### src/rtl/siso_shift_register.sv
// Serial-in/serial-out shift register with a saturating fill flag.
// Optional parallel tap of the stage register when SISO_PAR_OUT_EN is defined.
module siso_shift_register #(
    parameter int              WIDTH   = 4,
    parameter logic [WIDTH-1:0] RST_VAL = {WIDTH{1'b0}}
) (
    input  logic             clk,
    input  logic             arstn,
    input  logic             s_in,
    output logic             s_out,
`ifdef SISO_PAR_OUT_EN
    output logic [WIDTH-1:0] p_out,
`endif
    output logic             full
);

    localparam int CNT_W = $clog2(WIDTH + 1);
    localparam logic [CNT_W-1:0] CNT_MAX = CNT_W'(WIDTH);

    logic [WIDTH-1:0] temp;
    logic [WIDTH-1:0] temp_nxt_s;
    logic [CNT_W-1:0] count_r;
    logic [CNT_W-1:0] count_nxt_s;
    logic             full_r;

    // A one-bit register simply captures s_in; wider ones drop the oldest bit.
    generate
        if (WIDTH == 1) begin : g_w1
            assign temp_nxt_s = s_in;
        end else begin : g_wn
            assign temp_nxt_s = {temp[WIDTH-2:0], s_in};
        end
    endgenerate

    // Fill counter next value, saturating at WIDTH.
    always_comb begin
        count_nxt_s = count_r;
        if (count_r == CNT_MAX) begin
            count_nxt_s = count_r;
        end else begin
            count_nxt_s = count_r + CNT_W'(1);
        end
    end

    // Stage register, fill counter and full flag; reset wins over any shift.
    always_ff @(posedge clk) begin
        if (!arstn) begin
            temp    <= RST_VAL;
            count_r <= {CNT_W{1'b0}};
            full_r  <= 1'b0;
        end else begin
            temp    <= temp_nxt_s;
            count_r <= count_nxt_s;
            full_r  <= (count_nxt_s == CNT_MAX);
        end
    end

    assign s_out = temp[WIDTH-1];
    assign full  = full_r;
`ifdef SISO_PAR_OUT_EN
    assign p_out = temp;
`endif

endmodule

### config.mk
export PLATFORM = sky130hd
export DESIGN_NAME = siso_shift_register
export DESIGN_NICKNAME = d
export VERILOG_FILES = /design/src/rtl/siso_shift_register.sv
export SDC_FILE = /design/constraint.sdc
export NUM_CORES = 1
export LEC_CHECK = 0
export BUFFER_PORTS_ARGS = -buffer_cell sky130_fd_sc_hd__buf_4
export CAP_MARGIN = 20
export CORE_AREA = 5 5 42 44
export DETAILED_ROUTE_END_ITERATION = 8
export DIE_AREA = 0 0 47 49
export HOLD_SLACK_MARGIN = 0.12
export PLACE_DENSITY_LB_ADDON = 0.12
export SLEW_MARGIN = 20
export SYNTH_ARGS = -nofsm -noshare
export SYNTH_HDL_FRONTEND = slang
export SYNTH_SLANG_ARGS = --single-unit
export TNS_END_PERCENT = 50
### constraint.sdc
create_clock -name clk -period 2.13 [get_ports clk]
set_input_delay 0.426 -clock clk [delete_from_list [all_inputs] [get_ports clk]]
set_output_delay 0.426 -clock clk [all_outputs]
set_load 0.005 [all_outputs]
==> results of run 1 <==
==> worst max-delay path, cell delays in order, from the launching register on <==
cell      delay, ns
dfxtp_1        0.41
inv_1          0.07
ha_1           0.24
or3b_1         0.39
a311oi_2       0.23
==> per-stage QoR <==
| stage | cells | total power, mW | cell area (um2) | setup WS [ns] |
|---|---|---|---|---|
| floorplan | 27 | 0.193 | 294 | 0.813 |
| global placement | 47 | 0.205 | 344 | 0.764 |
| detailed placement | 47 | 0.206 | 344 | 0.726 |
| CTS | 50 | 0.322 | 367 | 0.711 |
| global route | 50 | 0.335 | 367 | 0.631 |
| finish | 50 | 0.317 | 367 | 0.719 |
==> cells in the final DEF, fill, tap and decap left out, types with 2 or more instances in the layout <==
cell / netlist / layout
and2_1: 5 / 5
buf_4: 0 / 4
clkbuf_4: 0 / 3
dfxtp_1: 8 / 8
ha_1: 2 / 2
inv_1: 3 / 3
nand2b_1: 2 / 2
==> area by class of cell <==
class	count	area [um2]	area share, %
Clock buffer	3	22.5	6.14
Inverter	3	11.3	3.07
Multi-Input combinational cell	16	123	33.4
Sequential cell	8	160	43.7
Tap cell	16	20.0	5.46
Timing Repair Buffer	4	30.0	8.19
==> logic make-up after synthesis <==
kind of cell	after synthesis	share of synthesized area (%)
AO/OA/AOI/OAI	5	13.2
adder cells (fa/ha/maj)	2	8.51
flip-flops	8	54.5
AND/OR/NAND/NOR	9	20.0
buffers and inverters	3	3.83
==> power breakdown <==
part	internal, mW	total, mW	switching, mW
sequential	0.160	0.166	0.00643
clock	0.0644	0.115	0.0504
combinational	0.0193	0.0362	0.0169
total	0.244	0.317	0.0738
==> sequential cells by signal (all words and copies together) (netlist names) <==
signal / cells
temp: 4
count_r: 3
full: 1
==> path summary, 6_finish.rpt <==
check | to | slack, ns
setup / recovery | full | 0.72
hold / removal | temp[0] | 0.39
setup reg to reg | full | 0.72
hold reg to reg | temp[2] | 0.42
==> layer usage <==
| metal | GRT usage [%] | up-vias | part of all wire, % |
|---|---|---|---|
| li1 | - | 105 | - |
| met4 | 4.15 | 0 | 0 |
| met5 | 0 | - | 0 |
| met1 | 4.88 | 88 | 44 |
| met2 | 7.24 | 6 | 46 |
| met3 | 4.43 | 0 | 10 |
==> impl_metrics.toml, run 1 <==
[logic_synthesis]
yosysTopAreaCell = "dfxtp_1"
yosysMostFrequentCell = "dfxtp_1"
synth_area_um2 = 294
yosysUniqueCellTypes = 12
synth.avg_cell_area_um2 = 10.9
yosysSeqAreaShare_pct = 54.5
synthFlopType = "dfxtp_1"
yosysTopAreaCellShare_pct = 54.5
synth-edff-count = 0
synth_nets = 32
yosys-top-cells-area = "dfxtp_1, and2_1, ha_1"
ys_seq_elements = 8
async_reset_ff_share_pct = 0
synthTopCellsByCount = "dfxtp_1, and2_1, inv_1"
yosys_warnings = 0
synthCells = 27

[sta]
worst_pin_slew_ns = 0.218
fmax_ghz = 0.709
finalSetupViolations = 0
fin_crit_ns = 1.41
rsz0062_at_grt = "false"
finalCritPeriodShare_pct = 66.2
hold_violations = 0
slew_violations = 0
fin_tns_setup_ns = 0
clock-skew-final_ns = 0.0103
slew_headroom_pct = 85.4
fin_hold_ws_ns = 0.388

[floorplanning]
io_pins = 5
core_area_um2 = 1400
die_w_um = 47
die_area_um2 = 2300
core.rowCount = 14
dieHeight_um = 49
start_util_pct = 21.0

[pwr]
irDropWorstVdd_uv = 239
power_density_nw_per_um2 = 866
leakage_nw = 0.160

[final_layout]
drive_gt1_share_pct = 23.5
fillers = 163
final_util_pct = 26.2
final_nets = 41
num_antenna_cells = 0
area_growth_pct = 24.7

[worst_setup_path]
cp.required_ns = 2.30
endpoint_kind = "register"
cp-start-kind = "register"
cp.arrival_ns = 1.58
crit_start = "count_r[0]"
crit_fanout = 5
r2r_start = "count_r[0]"
critPathKind = "register to register"
r2r_cells = 4

[global_routing]
grt_overflow_total = 0
grt_pass1_vias = 203
antenna_found_initial = 0
grt_pass1_wl_um = 800
grt_max_degree = 9
globalRouteTotalUtil_pct = 5.30

[min_path]
hold_class = "input pin to register"
worstHoldStart = "s_in"
hold_depth = 2

[clocking]
cts_root_buf = "clkbuf_4"
clk_pin_slew_ns = 0.06
cts_tree = "done"
cts_hold_buf = 0
clock_path_buffers = 2
htree_levels = 1
cts_resized = 0
cts_setup_buffers = 0
clock-sinks = 8
cts_made_buffers = 3
clk-insertion-delay-late_ns = 0.25

[detailed_routing]
drt_wl_total_um = 474
num_vias = 199
vias_per_cell = 3.98
wl_per_cell_um = 9.48
ant_nets = 0
firstDrtPassIters = 2
remaining_drc_errors = 0
drt_iter0_markers = 2

[placed_design]
place_congestion = 0.640
io_buffers = 4
dp_hpwl_um = 343

[status]
status = "completed"

[run]
cap_violations = 0
(Power assumes the default switching activity.)
==> run 2, diff against run 1 <==
- ABC_AREA: default -> 1
- clock period: 2.13 -> 1.3 ns (I/O delays scaled with it)
==> run 2 against run 1 <==
Sequential power is 61% higher. Routed wire length is 16% lower. Hold slack worse by 0.19 ns.
==> impl_metrics.toml, run 2 <==
[detailed_routing]
remaining_drc_errors = 0
ant_nets = 0
vias_per_cell = 3.63
drt_iter0_markers = 2
wl_per_cell_um = 6.78
drt_wl_total_um = 400
firstDrtPassIters = 4
num_vias = 214

[logic_synthesis]
synthFlopType = "dfxtp_1"
synth.avg_cell_area_um2 = 8.17
yosysUniqueCellTypes = 10
ys_seq_elements = 8
synth_area_um2 = 294
synthTopCellsByCount = "inv_1, dfxtp_1, nand2_1"
synth_top_family_by_area = "simple AND/OR/NAND/NOR gates"
synth-compound-area-share_pct = 1.70
synthAdderAreaFrac_pct = 8.51
synthSimpleGateAreaFrac_pct = 22.6
synth_mux_area_share_pct = 0
yosys-top-cells-area = "dfxtp_1, inv_1, nand2_1"
yosys_warnings = 0
synth-edff-count = 0
synth_nets = 41
yosysSeqAreaShare_pct = 54.5
yosysTopAreaCell = "dfxtp_1"
synthCells = 36
yosysTopAreaCellShare_pct = 54.5
synthXorXnorAreaFrac_pct = 0
async_reset_ff_share_pct = 0
yosysMostFrequentCell = "inv_1"

[final_layout]
final_common_cell = "inv_1"
drive_gt1_share_pct = 23.3
final_cell_mix = "inv_1, nand2_1, dfxtp_1"
final_util_pct = 26.2
largest_reg_flops = 4
final_nets = 50
regMostFlops = "temp"
num_antenna_cells = 0
fillers = 168
area_growth_pct = 24.7
design_area_um2 = 367

[worst_setup_path]
path_cells = "inv_1 -> ha_1 -> inv_1 -> nand3_1 -> and2_2"
worst-path-buf-inv = 2
cpMostUsedCell = "inv_1"
ff2ff_setup_slack_ns = 0.25
cp-start-kind = "register"
r2r_cells = 5
r2r-end = "count_r[2]"
cpPeakStageDelay_ns = 0.35
crit_start = "count_r[0]"
crit_fanout = 3
cp_top_family = "flip-flops"
r2r_start = "count_r[0]"
crit_cells = 5
critPathKind = "register to register"
cp.arrival_ns = 1.19
slowest_stage = "dfxtp_1"
crit_end = "count_r[2]"
endpoint_kind = "register"
cp.required_ns = 1.44

[clocking]
cts_hold_buf = 0
cts_setup_buffers = 0
cts_resized = 0
clk_pin_slew_ns = 0.05
cts_root_buf = "clkbuf_4"
htree_levels = 1
clock-sinks = 8
cts_made_buffers = 3
clk-insertion-delay-late_ns = 0.24
clock_path_buffers = 2
cts_tree = "done"

[floorplanning]
io_pins = 5
die_w_um = 47
start_util_pct = 21.0
dieHeight_um = 49
core.rowCount = 14
core_area_um2 = 1400
die_area_um2 = 2300

[sta]
fin_hold_ws_ns = 0.195
fin_crit_ns = 1.05
finalCritPeriodShare_pct = 81.0
finalSetupViolations = 0
rsz0062_at_grt = "false"
hold_violations = 0
slew_headroom_pct = 91.1
slew_violations = 0
fin_tns_setup_ns = 0
fmax_ghz = 0.950
clock-skew-final_ns = 0.000294
worst_pin_slew_ns = 0.134

[placed_design]
place_congestion = 0.628
dp_hpwl_um = 325
io_buffers = 4
place_area_um2 = 344

[pwr]
power_density_nw_per_um2 = 1370
irDropWorstVdd_uv = 382
leakage_nw = 0.207

[global_routing]
antenna_found_initial = 0
grt_overflow_total = 0
globalRouteTotalUtil_pct = 4.16
grt_max_degree = 7
grt_pass1_wl_um = 655
grt_pass1_vias = 175

[status]
status = "completed"

[min_path]
hold_class = "input pin to register"

[run]
cap_violations = 0
==> run 2: cell types whose count changed after synthesis, sizes merged, moves of 2 or more <==
cell / previous run / this run
and2: 5 / 1
inv: 3 / 10
nand2: 0 / 8
nand2b: 2 / 0
nand3: 0 / 3
nor2: 0 / 3
==> run 2: tightest hold or removal path, cell delays in order <==
cell and delay, ns:
buf_4 0.07, nand2_1 0.04, inv_1 0.04
==> run 2: through the flow <==
| step | setup WS [ns] | instances | power [mW] |
|---|---|---|---|
| 2_1_floorplan | 0.304 | 36 | 0.311 |
| 3_3_place_gp | 0.276 | 56 | 0.327 |
| 3_5_place_dp | 0.243 | 56 | 0.328 |
| 4_1_cts | 0.234 | 59 | 0.519 |
| 5_1_grt | 0.172 | 59 | 0.542 |
| 6_report | 0.247 | 59 | 0.502 |
==> run 2: cell type report <==
cell class / count / area [um2] / area share, %
Sequential cell: 8 / 160 / 43.7
Multi-Input combinational cell: 18 / 96.3 / 26.3
Inverter: 10 / 37.5 / 10.2
Timing Repair Buffer: 4 / 30.0 / 8.19
Clock buffer: 3 / 22.5 / 6.14
Tap cell: 16 / 20.0 / 5.46
==> run 2: kinds of logic after synthesis <==
logic type	Yosys count
compound gates	1
buf+inv	10
flops	8
simple gates	15
fa+ha+maj	2
==> run 2: worst min-delay path by stage <==
stage                     startpoint       to  slack [ns]  cells past startpoint
final                           s_in  temp[0]        0.19                      3
after detailed placement     temp[0]  temp[1]        0.40                      2
after global routing            s_in  temp[0]        0.18                      3
after global placement       temp[1]  temp[2]        0.39                      2
after floorplan                arstn  temp[0]        0.35                      2
after CTS                       s_in  temp[0]        0.18                      3
==> run 2: where the power goes <==
group          internal (mW)  switching (mW)  leakage (nW)
logic                 0.0242          0.0293         0.127
registers              0.261         0.00759        0.0657
clock network          0.105          0.0755        0.0138
==> run 2: layer usage <==
metal  global-route usage (%)  vias to the layer above  routed length, um
met5                        0                        -                  0
met3                     5.54                        0                 32
met1                     4.65                       90                206
li1                         -                      119                  -
met2                     5.20                        5                161
met4                        0                        0                  0
